`src/rtl/latency_match_pipe.sv`:
```
// latency_match_pipe: delays a valid bit and its sideband tag by DELAY enabled
// cycles so they leave together with the result of a companion arithmetic
// pipeline. Supports stall (ce), synchronous flush, occupancy count and empty.
module latency_match_pipe #(
   parameter int WIDTH = 1,
   parameter int DELAY = 4,
   parameter int CW    = (DELAY == 0) ? 1 : $clog2(DELAY + 1)
) (
   input  logic             clk,
   input  logic             reset,
   input  logic             ce,
   input  logic             flush,
   input  logic             i_valid,
   input  logic [WIDTH-1:0] i_tag,
   output logic             o_valid,
   output logic [WIDTH-1:0] o_tag,
   output logic [CW-1:0]    inflight,
   output logic             empty
);

   generate
      if (DELAY == 0) begin : g_pass
         // Zero latency: the companion unit is combinational, so just pass
         // through; clock, reset, ce and flush have nothing to act on.
         logic unused_ctrl;
         assign unused_ctrl = ^{clk, reset, ce, flush};

         // Combinational pass-through with the tag masked by valid
         always_comb begin
            o_valid  = i_valid;
            o_tag    = i_valid ? i_tag : '0;
            inflight = '0;
            empty    = 1'b1;
         end
      end else begin : g_pipe
         logic             v  [1:DELAY];
         logic [WIDTH-1:0] tg [1:DELAY];
         logic [CW-1:0]    cnt;

         // Stage shift register: reset/flush clear, ce advances, otherwise hold
         always_ff @(posedge clk or posedge reset) begin
            if (reset) begin
               for (int unsigned k = 1; k <= DELAY; k++) begin
                  v[k]  <= 1'b0;
                  tg[k] <= '0;
               end
            end else if (flush) begin
               for (int unsigned k = 1; k <= DELAY; k++) begin
                  v[k]  <= 1'b0;
                  tg[k] <= '0;
               end
            end else if (ce) begin
               v[1]  <= i_valid;
               tg[1] <= i_valid ? i_tag : '0;
               for (int unsigned k = 2; k <= DELAY; k++) begin
                  v[k]  <= v[k-1];
                  tg[k] <= tg[k-1];
               end
            end
         end

         // Occupancy: +1 on accept, -1 on exit from the last stage
         always_ff @(posedge clk or posedge reset) begin
            if (reset) begin
               cnt <= '0;
            end else if (flush) begin
               cnt <= '0;
            end else if (ce) begin
               cnt <= cnt + CW'(i_valid) - CW'(v[DELAY]);
            end
         end

         // Occupancy can never exceed the number of stages
         always_ff @(posedge clk) begin
            if (!reset) begin
               assert (cnt <= CW'(DELAY))
                  else $error("inflight %0d exceeds DELAY %0d", cnt, DELAY);
            end
         end

         // Outputs driven straight from registers; tags are zero when invalid
         always_comb begin
            o_valid  = v[DELAY];
            o_tag    = v[DELAY] ? tg[DELAY] : '0;
            inflight = cnt;
            empty    = (cnt == '0);
         end
      end
   endgenerate

endmodule
```
`config.mk`:
```
export PLATFORM = sky130hd
export DESIGN_NAME = latency_match_pipe
export DESIGN_NICKNAME = d
export VERILOG_FILES = /design/src/rtl/latency_match_pipe.sv
export SDC_FILE = /design/constraint.sdc
export NUM_CORES = 1
export LEC_CHECK = 0
export CAP_MARGIN = 20
export CORE_AREA = 4 4 41 43
export CTS_CLUSTER_DIAMETER = 40
export CTS_CLUSTER_SIZE = 8
export DETAILED_ROUTE_END_ITERATION = 16
export DIE_AREA = 0 0 45 47
export GPL_ROUTABILITY_DRIVEN = 0
export PLACE_DENSITY = 0.67
export SYNTH_ARGS = -nofsm -noshare
export SYNTH_HDL_FRONTEND = slang
export SYNTH_SLANG_ARGS = --single-unit
```
`constraint.sdc`:
```
create_clock -name clk -period 2.75 [get_ports clk]
set_input_delay 0.55 -clock clk [delete_from_list [all_inputs] [get_ports clk]]
set_output_delay 0.55 -clock clk [all_outputs]
set_load 0.005 [all_outputs]
```
==> metrics.md, run 1 <==
| Metric | Value |
|---|---|
| Worst endpoint required time | `around 2.2 ns` |
| GR Layer Usage met3 | `between 6 and 7%` |
| CTS max path bufs | `2` |
| Worst vdd ir | `0.281 mV` |
| Drt wl/cell | `between 10 and 15 um` |
| Initial antenna violation count | `0` |
| Fill count | `between 100 and 150` |
| Die X-Extent | `approximately 45 um` |
| Diodes inserted | `0` |
| Post-synth top area share | `50.6%` |
| Met2 usage | `15.5%` |
| Hold_buf cts | `0` |
| Final core utilization | `a little over half` |
| Port bufs | `11` |
| DRC | `0` |
| Largest net degree at the start of global routing | `15` |
| Fin. Hold Viols | `0` |
| Critical path class | `reg -> out` |
| CTS tree | `done` |
| Chip Height | `47 um` |
| Area contributors post-synth | `dfrtp_1 51%, mux2i_1 15%, nor2_1 6.2%, ha_1 4.6%, fa_1 3.7%` |
| CP max stage cell | `clkdlybuf4s50_1` |
| Total GRT Usage | `11.2%` |
| Setup bufs post-CTS | `0` |
| Vias per inst | `about 4.9` |
| Syn nets | `58` |
| Startpoint Class | `register` |
| Most used routing layer | `met2` |
| Syn Std Cell Area | `~540 um^2` |
| Final setup fails | `0` |
| Pre-Repair DR Iteration Count | `3` |
| Vias in the first global route | `337` |
| Worst slew pin tran | `~0.68 ns` |
| Global route total overflow | `0` |
| Tmin final | `~2.0 ns` |
| Pleak | `approximately 0.34 nW` |
| Routed vias | `around 370` |
| Peak fanout along the critical path | `5` |
| Worst Path Buf+Inv | `1` |
| Met1 usage | `between 10% and 20%` |
| Area grow syn2layout | `25.1%` |
| Sequential share of the synthesized area | `roughly half` |
| Final net count | `71` |
| Max capacitance violation total | `0` |
| Crit. End Element | `output pin` |
| Yosys cell types | `18` |
| Initial core utilization | `a little over two fifths` |
| Die area | `~0.0021 mm^2` |
| Yosys Warn Count | `0` |
| Initial DRC Count | `4` |
| Family with the most delay on the worst path | `buffers and inverters` |
| Setup Skew | `about 0.0048 ns` |
| Max stage delay on crit path | `0.52 ns` |
| Clock latency at the later pin of the worst-skew pair | `~0.27 ns` |
| FMAX | `roughly 500 MHz` |
| # H-tree levels | `1` |
| Post-CTS resize count | `0` |
| Routed WL | `884 um` |
| CORE AREA | `roughly 0.0013 mm^2` |
| Final period utilization | `about 73%` |
| Unrepaired setup endpoints after global routing | `no` |
| Clock transition at path regs | `0.07 ns` |
| PD cells | `about 490 mW/mm^2` |
| Synth area leader | `dfrtp_1` |
| Syn avg cell area | `~11 um^2` |
| Mapped Cells | `roughly 50` |
| Reg2reg setup slack | `around 0.83 ns` |
| Layout cells sized above 1 | `approximately a tenth` |
| ANT nets after route | `0` |
| Seq. cell area | `around 280 um^2` |
| CTS root buffer | `clkbuf_4` |
| Multi-input gate area | `234 um^2` |
| IO Pins | `12` |
| Seq cells post-synth | `11` |
| Max Slew Vio Count | `0` |
| Worst EP arrival | `approximately 1.5 ns` |
| Hold Path Class | `reg -> reg` |
| Total CTS buffers | `3` |
| Rows | `13` |
| Hpwl dp | `~660 um` |
| Clock sink total | `11` |
| Slew headroom | `54.6%` |
| Global-route wire length before repair | `1550 um` |
| Worst-path cell chain | `nor3_1, clkdlybuf4s50_1` |
| Setup TNS | `0 ns` |
| Status | `complete, no violations` |
[worst paths after layout]
check | from | to | depth (start not counted)
max in group asynchronous | reset | inflight[0] | 2
min | g_pipe.tg[3] | g_pipe.tg[2] | 2
min in group asynchronous | reset | g_pipe.tg[2] | 2
max reg2reg | inflight[0] | inflight[2] | 9
min reg2reg | g_pipe.tg[3] | g_pipe.tg[2] | 2
max | inflight[1] | empty | 2
[synth_stat cells]
library cell   n
inv_1          4
nor3_1         1
a21oi_1        2
nand2b_1       2
nor2_1         9
fa_1           1
ha_1           2
xor2_1         1
dfrtp_1       11
buf_6          1
and2_1         1
clkbuf_1       1
mux2i_1        8
clkbuf_2       1
a211oi_2       1
nand3_1        1
nor2_2         1
a31o_1         1
[cell type report]
| cell class | instances | area share, % |
|---|---|---|
| tap | 15 | 2.76 |
| sequential | 11 | 40.4 |
| timing repair buffer | 11 | 16.2 |
| clock inverter | 1 | 0.735 |
| inverter | 4 | 2.21 |
| multi-input combinational | 31 | 34.4 |
| clock buffer | 3 | 3.31 |
[power breakdown]
group / switching, mW / total [mW] / leakage (nW) / internal (mW)
logic: 0.0235 / 0.0541 / 0.169 / 0.0306
clock network: 0.0536 / 0.107 / 0.0177 / 0.0538
registers: 0.00676 / 0.175 / 0.150 / 0.168
[flip-flops by register name, summed over array words and instances, names as in the netlist]
| signal | count |
|---|---|
| g_pipe.tg | 4 |
| g_pipe.v | 3 |
| inflight | 3 |
| o_valid | 1 |
[stage by stage]
stage | worst slack, ns | cells | cell area (um^2) | power [mW] | hold WS, ns
5_1_grt | 0.663 | 76 | 681 | 0.366 | 0.548
3_3_place_gp | 0.526 | 72 | 653 | 0.232 | 0.499
2_1_floorplan | 0.962 | 49 | 544 | 0.208 | 0.402
6_report | 0.747 | 76 | 681 | 0.336 | 0.529
4_1_cts | 0.725 | 76 | 681 | 0.346 | 0.533
3_5_place_dp | 0.493 | 72 | 653 | 0.233 | 0.517
[cells in the final DEF, fill, tap and decap left out, drive strengths merged]
master         synthesis  final
a31o                   1      1
clkbuf                 2      3
mux2i                  8      8
clkdlybuf4s50          0     11
ha                     2      2
and2                   1      1
xor2                   1      1
a21oi                  2      2
fa                     1      1
nor2                  10     10
nor3                   1      1
inv                    4      4
clkinv                 0      1
nand2b                 2      2
nand3                  1      1
dfrtp                 11     11
a211oi                 1      1
[layer usage]
| metal | vias to the layer above | part of all wire (%) |
|---|---|---|
| met3 | 0 | 7.6 |
| met4 | 0 | 0 |
| met5 | - | 0 |
| met2 | 11 | 45 |
| met1 | 174 | 47 |
| li1 | 186 | - |
[cells by family (layout without fill, tap and decap cells)]
| kind of cell | count (synthesis) | in the layout | share of synthesized area [%] |
|---|---|---|---|
| compound gates | 4 | 4 | 5.75 |
| flops | 11 | 11 | 50.6 |
| fa+ha+maj | 3 | 3 | 8.28 |
| xor+xnor | 1 | 1 | 1.61 |
| buf+inv | 7 | 19 | 6.43 |
| simple gates | 15 | 15 | 12.6 |
| mux | 8 | 8 | 14.7 |
[worst reg2reg max path, stage by stage (launching register included)]
cell and delay (ns):
dfrtp_1 0.40, inv_1 0.06, ha_1 0.26, inv_1 0.05, ha_1 0.13, inv_1 0.05
fa_1 0.37, xor2_1 0.18, a21oi_1 0.09, a31o_1 0.23
Power figures use the tool's default switching activity.
==> run 2, diff against run 1 <==
==> constraint.sdc (replaced) <==
create_clock -name clk -period 2 [get_ports clk]
set_input_delay 0.4 -clock clk [delete_from_list [all_inputs] [get_ports clk]]
set_output_delay 0.4 -clock clk [all_outputs]
set_load 0.005 [all_outputs]
==> metrics.md, run 2 (synthesized netlist as in run 1, its figures left out) <==
| Metric | Value |
|---|---|
| Hpwl dp | `671 um (+1.6%)` |
| Unrepaired setup endpoints after global routing | `no` |
| Layout cells sized above 1 | `16.7% (+6.8 points)` |
| Reg2reg setup slack | `0.16 ns (-0.67 ns)` |
| Most frequent cells in the layout | `11 x dfrtp_1, 11 x clkdlybuf4s50_1, 9 x nor2_1` |
| Fin cells | `81 (+6.6%)` |
| Pleak | `0.358 nW (+6.4%)` |
| DP Cell Count | `75 (+4.2%)` |
| Family with the most delay on the worst path | `buffers and inverters` |
| Setup TNS | `0 ns (unchanged)` |
| Total GRT Usage | `10.9% (-0.30 points)` |
| Peak fanout along the critical path | `3 (-2)` |
| Hold Path Class | `in -> async` |
| CP max stage cell | `clkdlybuf4s50_1` |
| Final setup fails | `0 (unchanged)` |
| Max stage delay on crit path | `0.52 ns (about the same)` |
| Routed WL | `921 um (+4.2%)` |
| Global route total overflow | `0 (unchanged)` |
| Max capacitance violation total | `0 (unchanged)` |
| CTS tree | `done` |
| Startpoint Class | `register` |
| CTS max path bufs | `2 (unchanged)` |
| Largest net degree at the start of global routing | `15 (unchanged)` |
| Reg2Reg Depth | `8 (-1)` |
| Port bufs | `11 (unchanged)` |
| Worst vdd ir | `0.276 mV (-1.6%)` |
| Vias in the first global route | `379 (+12%)` |
| Die area | `0.00212 mm^2 (unchanged)` |
| Status | `complete, no violations` |
| # H-tree levels | `1 (unchanged)` |
| IO Pins | `12 (unchanged)` |
| PD cells | `649 mW/mm^2 (+31%)` |
| ANT nets after route | `0 (unchanged)` |
| Tmin final | `around 1.9 ns` |
| Placed Area | `676 um^2 (+3.4%)` |
| Final net count | `76 (+7.0%)` |
| Slew headroom | `72.7% (+18 points)` |
| Hold Slack | `0.423 ns (-0.107 ns)` |
| Initial DRC Count | `0 (-4)` |
| Top reg by flops | `g_pipe.tg` |
| Max reg flops | `4 (unchanged)` |
| Initial antenna violation count | `0 (unchanged)` |
| Routed vias | `380 (+2.4%)` |
| Pre-Repair DR Iteration Count | `1 (-2)` |
| R2r startpoint | `o_valid` |
| DRC | `0 (unchanged)` |
| Clock latency at the later pin of the worst-skew pair | `0.26 ns (about the same)` |
| CORE AREA | `0.00130 mm^2 (unchanged)` |
| Diodes inserted | `0 (unchanged)` |
| Clock transition at path regs | `0.06 ns (about the same)` |
| Reg-to-Reg End | `inflight[2]` |
| CTS root buffer | `clkbuf_4` |
| Clock sink total | `11 (unchanged)` |
| Total CTS buffers | `3 (unchanged)` |
| Worst EP arrival | `1.47 ns (+0.02 ns)` |
| Drt wl/cell | `11.4 um (-2.2%)` |
| Worst endpoint required time | `1.60 ns (-0.60 ns)` |
| Hold_buf cts | `0 (unchanged)` |
| Final period utilization | `93.6%` |
| FMAX | `534 MHz` |
| Rows | `13 (unchanged)` |
| Critical path class | `reg -> out` |
| Initial core utilization | `41.8% (unchanged)` |
| Worst slew pin tran | `0.410 ns (-0.270 ns)` |
| Die X-Extent | `45 um (unchanged)` |
| Area grow syn2layout | `32.2%` |
| Vias per inst | `4.69 (-3.9%)` |
| Max Slew Vio Count | `0 (unchanged)` |
| Chip Height | `47 um (unchanged)` |
| Worst-path cell chain | `buf_4, nor3_1, clkdlybuf4s50_1` |
| Global-route wire length before repair | `1620 um (+4.4%)` |
| Crit. End Element | `output pin` |
| Fin. Hold Viols | `0 (unchanged)` |
| Worst Path Buf+Inv | `2 (+1)` |
| Design area | `719 um^2 (+5.7%)` |
| Setup Skew | `0.000357 ns (-0.00441 ns)` |
==> run 2: routing by layer <==
metal	part of all wire, %	global-route usage (%)	up-vias
met5	0	0	-
met2	45	17.2	11
met1	48	12.9	174
li1	-	-	195
met4	0	7.02	0
met3	7.5	3.45	0
==> run 2: cell type report <==
| class | instances | area, um^2 |
|---|---|---|
| Timing Repair Buffer | 16 | 148 |
| Inverter | 4 | 15.0 |
| Sequential cell | 11 | 275 |
| Fill cell | 127 | 582 |
| Tap cell | 15 | 18.8 |
| Multi-Input combinational cell | 31 | 236 |
| Clock buffer | 4 | 26.3 |
==> run 2: what timing repair did <==
action / in CTS / in global routing
resized for setup: 0 / 1
setup endpoints to repair: 0 / 1
hold endpoints to repair: 0 / 0
buffers inserted: 0 / 2
==> run 2: power breakdown <==
group / switching (mW) / internal, mW
Combinational: 0.0345 / 0.0486
Sequential: 0.00849 / 0.231
Clock: 0.0671 / 0.0770
==> run 2: per-stage QoR <==
stage               power [mW]  setup slack (ns)  utilization, %
floorplan                0.286             0.212               -
global placement         0.323           -0.0336            51.9
detailed placement       0.325           -0.0545            51.9
CTS                      0.475            0.0944            53.9
global route             0.503            0.0133            55.3
finish                   0.467             0.129            55.3
==> run 2: worst max path at each step <==
stage	cells after the start	startpoint	slack [ns]	to
4_1_cts	8	o_valid	0.09	inflight[2]
2_1_floorplan	8	o_valid	0.21	inflight[2]
3_3_place_gp	7	i_valid	-0.03	inflight[2]
3_5_place_dp	7	i_valid	-0.05	inflight[2]
5_1_grt	3	inflight[0]	0.01	empty
6_report	3	inflight[0]	0.13	empty
